`config.mk`:
```
export PLATFORM = sky130hd
export DESIGN_NAME = softmax_seq_ctrl
export DESIGN_NICKNAME = d
export VERILOG_FILES = /design/src/rtl/softmax_pkg.sv /design/src/rtl/softmax_seq_regs.sv /design/src/rtl/softmax_seq_ctrl.sv
export SDC_FILE = /design/constraint.sdc
export NUM_CORES = 1
export LEC_CHECK = 0
export BUFFER_PORTS_ARGS = -buffer_cell sky130_fd_sc_hd__buf_2
export CAP_MARGIN = 20
export CORE_AREA = 2 2 128 130
export DETAILED_ROUTE_END_ITERATION = 16
export DIE_AREA = 0 0 130 132
export HOLD_SLACK_MARGIN = 0.03
export PLACE_DENSITY = 0.77
export SLEW_MARGIN = 10
export SYNTH_ARGS = -nofsm -noshare
export SYNTH_HDL_FRONTEND = slang
export SYNTH_SLANG_ARGS = --single-unit
```
`constraint.sdc`:
```
create_clock -name CLK -period 8.7 [get_ports CLK]
set_clock_uncertainty 0.1 [all_clocks]
set_input_delay 0.435 -clock CLK [delete_from_list [all_inputs] [get_ports CLK]]
set_output_delay 0.435 -clock CLK [all_outputs]
set_load 0.1 [all_outputs]
```
`src/rtl/softmax_pkg.sv`:
```
// Shared definitions for the softmax sequencer: op codes, register map, FSM states.
// Latency: none (types and constants only).
// Backpressure: not applicable.
package softmax_pkg;
   localparam int ADR_W = 18;
   localparam int DAT_W = 32;

   // Datapath op, constant for the whole of a pass
   typedef enum logic [1:0] {
      OP_MAX    = 2'd0,
      OP_EXPSUM = 2'd1,
      OP_NORM   = 2'd2
   } dp_op_t;

   // Register word offsets from REG_BASE
   localparam logic [2:0] OFS_CTRL = 3'd0;
   localparam logic [2:0] OFS_STAT = 3'd1;
   localparam logic [2:0] OFS_BASE = 3'd2;
   localparam logic [2:0] OFS_LEN  = 3'd3;
   localparam logic [2:0] OFS_PROG = 3'd4;

   // CTRL and STAT bit positions
   localparam int CTRL_START  = 0;
   localparam int CTRL_ABORT  = 1;
   localparam int CTRL_IRQ_EN = 2;
   localparam int STAT_BUSY   = 0;
   localparam int STAT_DONE   = 1;
   localparam int STAT_ERR    = 2;

   typedef enum logic [1:0] {
      ST_IDLE  = 2'd0,
      ST_RUN   = 2'd1,
      ST_DRAIN = 2'd2,
      ST_FIN   = 2'd3
   } seq_state_t;

   // True when the vector would run past the top of the address space
   function automatic logic range_bad(input logic [ADR_W-1:0] base, input logic [ADR_W:0] len_ext);
      return ({1'b0, base} + len_ext) > {1'b1, {ADR_W{1'b0}}};
   endfunction
endpackage

```
`src/rtl/softmax_seq_regs.sv`:
```
// Host register file: address decode, BASE/LEN/IRQ_EN storage, sticky DONE/ERR, read mux.
// Latency: writes take effect at the strobe edge; RDATA is registered, valid 1 cycle after RD.
// Backpressure: none; every WR/RD strobe completes in one cycle.
module softmax_seq_regs
   import softmax_pkg::*;
#(
   parameter logic [ADR_W-1:0] REG_BASE = 18'h3FFF0,
   parameter int               LEN_W    = 16
) (
   input  logic             clk,
   input  logic             rst_n,
   input  logic             wr,
   input  logic             rd,
   input  logic [ADR_W-1:0] adr,
   input  logic [DAT_W-1:0] wdata,
   input  logic             busy,
   input  logic             done_set,
   input  logic             err_set,
   input  logic [1:0]       pass,
   input  logic [LEN_W-1:0] idx,
   output logic [DAT_W-1:0] rdata,
   output logic [ADR_W-1:0] base,
   output logic [LEN_W-1:0] len,
   output logic             start_req,
   output logic             abort_req,
   output logic             irq
);
   logic [ADR_W-1:0] ofs;
   logic             hit;
   logic [2:0]       sel;
   logic             wr_ctrl, wr_stat, wr_base, wr_len;
   logic             irq_en, done_q, err_q;
   logic [DAT_W-1:0] rd_mux;
   logic             unused_wdata;

   assign ofs     = adr - REG_BASE;
   assign hit     = (adr >= REG_BASE) && (ofs <= ADR_W'(OFS_PROG));
   assign sel     = ofs[2:0];
   assign wr_ctrl = wr && hit && (sel == OFS_CTRL);
   assign wr_stat = wr && hit && (sel == OFS_STAT);
   assign wr_base = wr && hit && (sel == OFS_BASE);
   assign wr_len  = wr && hit && (sel == OFS_LEN);

   // ABORT in the same write as START suppresses the START
   assign start_req = wr_ctrl && wdata[CTRL_START] && !wdata[CTRL_ABORT];
   assign abort_req = wr_ctrl && wdata[CTRL_ABORT];
   assign irq       = done_q && irq_en;

   assign unused_wdata = ^wdata[DAT_W-1:ADR_W];

   // Read mux over current (pre-write) register values; unmapped addresses read 0
   always_comb begin
      rd_mux = '0;
      if (hit) begin
         case (sel)
            OFS_CTRL: rd_mux[CTRL_IRQ_EN] = irq_en;
            OFS_STAT: begin
               rd_mux[STAT_BUSY] = busy;
               rd_mux[STAT_DONE] = done_q;
               rd_mux[STAT_ERR]  = err_q;
            end
            OFS_BASE: rd_mux[ADR_W-1:0]   = base;
            OFS_LEN:  rd_mux[LEN_W-1:0]   = len;
            OFS_PROG: rd_mux[LEN_W+1:0]   = {pass, idx};
            default:  rd_mux = '0;
         endcase
      end
   end

   // Register updates; BASE/LEN frozen while a run is active, hardware set beats W1C
   always_ff @(posedge clk or negedge rst_n) begin
      if (!rst_n) begin
         irq_en <= 1'b0;
         base   <= '0;
         len    <= '0;
         done_q <= 1'b0;
         err_q  <= 1'b0;
         rdata  <= '0;
      end else begin
         if (wr_ctrl)
            irq_en <= wdata[CTRL_IRQ_EN];
         if (wr_base && !busy)
            base <= wdata[ADR_W-1:0];
         if (wr_len && !busy)
            len <= wdata[LEN_W-1:0];
         if (done_set)
            done_q <= 1'b1;
         else if (wr_stat && wdata[STAT_DONE])
            done_q <= 1'b0;
         if (err_set)
            err_q <= 1'b1;
         else if (wr_stat && wdata[STAT_ERR])
            err_q <= 1'b0;
         if (rd)
            rdata <= rd_mux;
      end
   end
endmodule

```
`src/rtl/softmax_seq_ctrl.sv`:
```
// Softmax sequencer: runs MAX, EXPSUM, NORM element passes over BASE..BASE+LEN-1, draining between passes.
// Latency: first request the cycle after START; runtime 3*LEN + 3*(drain+1) + 1 cycles with no stalls.
// Backpressure: request held stable while DP_READY is low; next pass waits for DP_BUSY to clear.
module softmax_seq_ctrl
   import softmax_pkg::*;
#(
   parameter logic [ADR_W-1:0] REG_BASE = 18'h3FFF0,
   parameter int               LEN_W    = 16
) (
   input  logic             CLK,
   input  logic             RESET_X,
   input  logic             WR,
   input  logic             RD,
   input  logic [ADR_W-1:0] ADR,
   input  logic [DAT_W-1:0] WDATA,
   output logic [DAT_W-1:0] RDATA,
   output logic             DP_VALID,
   input  logic             DP_READY,
   output logic [1:0]       DP_OP,
   output logic [ADR_W-1:0] DP_ADR,
   output logic             DP_FIRST,
   output logic             DP_LAST,
   input  logic             DP_BUSY,
   output logic             IRQ
);
   seq_state_t       state;
   dp_op_t           pass;
   logic [LEN_W-1:0] idx;
   logic [ADR_W-1:0] base;
   logic [LEN_W-1:0] len;
   logic             start_req, abort_req;
   logic             busy, done_set, err_set, params_bad;

   assign busy       = (state != ST_IDLE);
   assign done_set   = (state == ST_FIN);
   assign params_bad = (len == '0) || range_bad(base, (ADR_W+1)'(len));
   assign err_set    = start_req && (state == ST_IDLE) && params_bad;
   assign DP_OP      = pass;

   softmax_seq_regs #(
      .REG_BASE (REG_BASE),
      .LEN_W    (LEN_W)
   ) u_regs (
      .clk       (CLK),
      .rst_n     (RESET_X),
      .wr        (WR),
      .rd        (RD),
      .adr       (ADR),
      .wdata     (WDATA),
      .busy      (busy),
      .done_set  (done_set),
      .err_set   (err_set),
      .pass      (pass),
      .idx       (idx),
      .rdata     (RDATA),
      .base      (base),
      .len       (len),
      .start_req (start_req),
      .abort_req (abort_req),
      .irq       (IRQ)
   );

   // Pass sequencer with registered datapath request; ABORT overrides everything
   always_ff @(posedge CLK or negedge RESET_X) begin
      if (!RESET_X) begin
         state    <= ST_IDLE;
         pass     <= OP_MAX;
         idx      <= '0;
         DP_VALID <= 1'b0;
         DP_ADR   <= '0;
         DP_FIRST <= 1'b0;
         DP_LAST  <= 1'b0;
      end else if (abort_req) begin
         state    <= ST_IDLE;
         DP_VALID <= 1'b0;
         DP_FIRST <= 1'b0;
         DP_LAST  <= 1'b0;
      end else begin
         case (state)
            ST_IDLE: begin
               if (start_req && !params_bad) begin
                  state    <= ST_RUN;
                  pass     <= OP_MAX;
                  idx      <= '0;
                  DP_VALID <= 1'b1;
                  DP_ADR   <= base;
                  DP_FIRST <= 1'b1;
                  DP_LAST  <= (len == LEN_W'(1));
               end
            end
            ST_RUN: begin
               if (DP_READY) begin
                  if (DP_LAST) begin
                     state    <= ST_DRAIN;
                     DP_VALID <= 1'b0;
                     DP_FIRST <= 1'b0;
                     DP_LAST  <= 1'b0;
                  end else begin
                     idx      <= idx + LEN_W'(1);
                     DP_ADR   <= DP_ADR + ADR_W'(1);
                     DP_FIRST <= 1'b0;
                     DP_LAST  <= ((idx + LEN_W'(1)) == (len - LEN_W'(1)));
                  end
               end
            end
            ST_DRAIN: begin
               if (!DP_BUSY) begin
                  idx <= '0;
                  if (pass == OP_NORM) begin
                     state <= ST_FIN;
                  end else begin
                     state    <= ST_RUN;
                     pass     <= (pass == OP_MAX) ? OP_EXPSUM : OP_NORM;
                     DP_VALID <= 1'b1;
                     DP_ADR   <= base;
                     DP_FIRST <= 1'b1;
                     DP_LAST  <= (len == LEN_W'(1));
                  end
               end
            end
            ST_FIN: state <= ST_IDLE;
            default: state <= ST_IDLE;
         endcase
      end
   end
endmodule

```
==> results.yml <==
run_status:
  status: "complete, no violations"
critical_path:
  max_stage_delay_ns: 0.52
  arrival_ns: 4.60
  cp_num_buf_inv: 1
  worstSetupStartpointType: "flop"
  required_ns: 8.89
  worstSetupPathType: "reg -> reg"
  worst_setup_path_end_kind: "flop"
  crit_family: "compound AO/OA/AOI/OAI gates"
  cp_max_fo: 48
  cp_cell_sequence: "ha_1 -> a21o_1 -> a221o_1 -> and2_1 -> nor4_1 -> o21ai_0 -> a2111oi_2 -> a31oi_1 -> o21ai_4 -> buf_4 -> and3_1 -> a31o_1"
  critical-path-slowest-cell: "and3_1"
synth:
  yosysMostFrequentCell: "dfrtp_1"
  synth_compound_area_share_pct: 18.1
  yosys.area_share.xor_xnor_pct: 5.81
  yosys-top-cells-area: "dfrtp_1, mux2_2, xnor2_1"
  ys_ff_latch: 96
  synth_top_family_by_area: "simple AND/OR/NAND/NOR gates"
  synthAdderAreaFrac_pct: 4.62
  synthTopCellsByCount: "dfrtp_1, nand3_1, nand2_1"
  synth_cells: 803
  synthSimpleGateAreaFrac_pct: 21.2
  synth_area_per_cell_sq_um: 8.64
  ys.flop_type: "dfrtp_1"
  syn_area_sq_mm: 0.00694
  ys_seq_area_share_pct: 34.6
  yosysTopAreaCell: "dfrtp_1"
  async_reset_ff_share_pct: 100
  muxShareOfSynthArea_pct: 8.86
  yosys_warnings: 0
  synth_top_area_share_pct: 34.6
  synth_edf_count: 0
  ys_types: 67
die:
  num_rows: 46
  die_h_microns: 132
  io_pins: 112
  core-area_sq_mm: 0.0157
  initial_core_util_pct: 44.1
  die_area_sq_mm: 0.0172
  die_w_microns: 130
clocking:
  post_cts_hold_buffer_count: 1
  cts_tree: "yes"
  cts-root-buf: "clkbuf_16"
  worstSkewPairLatency_ns: 0.35
  post_cts_resized: 0
  post_cts_buffers: 0
  cts_made_buffers: 9
  cts_buffer_depth: 2
  clock-sinks: 96
  htreeDepth: 3
  cts.clk_slew.worst_paths_ns: 0.07
power:
  max-vdd-ir-drop_mv: 0.221
  powerDensity_mw_per_mm2: 210
  pwr-share-seq_pct: 31.8
  leakage_nw: 3.58
  p_comb_share_pct: 42.1
  p_switching_uw: 741
  p_clk_share_pct: 26.1
  p_int_uw: 886
  total_power_mw: 1.63
  swShare_pct: 45.5
detailed_routing:
  dr.pass1.iters: 5
  avgViaCountPerCell: 5.91
  wl_per_cell_microns: 18.1
  antenna_left: 0
  first_iter_violations: 500
  drc: 0
  totalWireLength_mm: 19.5
  num_vias: 6366
finish:
  drive_above_1_share_pct: 17.5
  syn_to_final_growth_pct: 11.9
  diodes: 0
  final_nets: 940
sta:
  layout_setup_ws_ns: 4.29
  relSlewSlack_pct: 34.0
  min_period_ns: 4.41
  hold-worst-slack_ns: 0.223
  finalMaxSlewViolations: 0
  hold_viol_final: 0
  rsz0062_at_grt: "false"
  setup_viol: 0
  timing.fmax_mhz: 227
  worst_pin_slew_ns: 0.981
  period_share_pct: 50.7
  tns_ns: 0
placement:
  gp_congestion: 0.962
  port-buffer-count: 83
  place_hpwl_mm: 14.1
  dp_slack_ns: 4.32
flow_run:
  drv_cap: 0
global_route:
  grt_max_degree: 55
  grt_pass1_vias: 5937
  grt_pass1_wl_mm: 31.2
  gr-total-overflow: 0
  grt_antenna_before_repair: 0
  grtUsageTotal_pct: 23.1
hold_path:
  min_path_type: "in -> reg"
[worst paths after layout]
path / from / end / slack (ns) / depth (start not counted)
max in group asynchronous: RESET_X / u_regs.base[17]$_DFFE_PN0P_ / 6.85 / 3
setup reg to reg: u_regs.len[6]$_DFFE_PN0P_ / idx[13]$_DFFE_PN0P_ / 4.29 / 12
hold reg to reg: u_regs.err_q$_DFFE_PN0P_ / u_regs.err_q$_DFFE_PN0P_ / 0.40 / 2
setup / recovery: u_regs.len[6]$_DFFE_PN0P_ / idx[13]$_DFFE_PN0P_ / 4.29 / 12
min in group asynchronous: RESET_X / DP_ADR[12]$_DFFE_PN0P_ / 0.51 / 2
hold / removal: WDATA[12] / u_regs.len[12]$_DFFE_PN0P_ / 0.22 / 3
[routing by layer]
metal | up-vias | global-route usage (%) | share of wire (%)
met2 | 255 | 35.1 | 45
met4 | 0 | 8.24 | 3.0
met5 | - | 0 | 0
li1 | 3022 | - | -
met1 | 3054 | 32.5 | 44
met3 | 35 | 4.59 | 7.8
[power by group through the flow]
stage	clock, mW	combinational (mW)	sequential, mW
floorplan	0	0.396	0.664
finish	0.425	0.685	0.517
global route	0.449	0.741	0.522
global placement	0	0.668	0.523
detailed placement	0	0.678	0.524
CTS	0.431	0.679	0.516
[final cells by class]
type	instances	area [sq um]
Clock inverter	4	70.1
Inverter	44	165
Clock buffer	10	239
Sequential cell	96	2400
Tap cell	216	270
Fill cell	1519	7950
Multi-Input combinational cell	617	4140
Timing Repair Buffer	91	480
[metrics by stage]
step                std cells  area [sq um]  util, %
CTS                      1078          7760     49.4
floorplan                 816          6980        -
global route             1078          7760     49.4
global placement         1063          7440     47.4
detailed placement       1063          7440     47.4
finish                   1078          7760     49.4
[registers in the layout (all words and copies together), names as in the netlist]
register       count
u_regs.rdata      18
DP_OP              2
u_regs.len        16
state              2
idx               16
DP_FIRST           1
DP_VALID           1
u_regs.irq_en      1
u_regs.done_q      1
DP_LAST            1
u_regs.base       18
DP_ADR            18
u_regs.err_q       1
[worst min-delay path: stages]
cell,delay [ns]
buf_2,0.10
nand2_1,0.04
o21ai_0,0.06
[logic make-up (layout without fill, tap and decap cells)]
kind of cell    count (synthesis)  count (layout)
buf+inv                       103             149
fa+ha+maj                      25              25
xor+xnor                       46              46
flops                          96              96
compound gates                187             187
simple gates                  288             288
other cells                     1              14
mux                            57              57
[placed cells by master, fill, tap and decap left out, drive strengths merged, types with 4 or more instances in the layout]
| cell type | instances |
|---|---|
| dfrtp | 96 |
| o211ai | 9 |
| xnor2 | 38 |
| nand2 | 55 |
| o31ai | 4 |
| clkbuf | 10 |
| and3 | 29 |
| mux2i | 22 |
| nor2b | 5 |
| o22ai | 19 |
| conb | 14 |
| a22o | 9 |
| ha | 24 |
| a21o | 6 |
| nor2 | 43 |
| a31oi | 8 |
| buf | 90 |
| nor4 | 12 |
| nand2b | 7 |
| and2 | 9 |
| mux2 | 35 |
| xor2 | 8 |
| o21ai | 42 |
| nor3 | 29 |
| or3 | 4 |
| inv | 43 |
| a31o | 5 |
| nand4 | 8 |
| a21oi | 37 |
| o21a | 5 |
| a41oi | 16 |
| nand3 | 66 |
| or4 | 6 |
No activity file was read; power rests on OpenSTA's default activity.
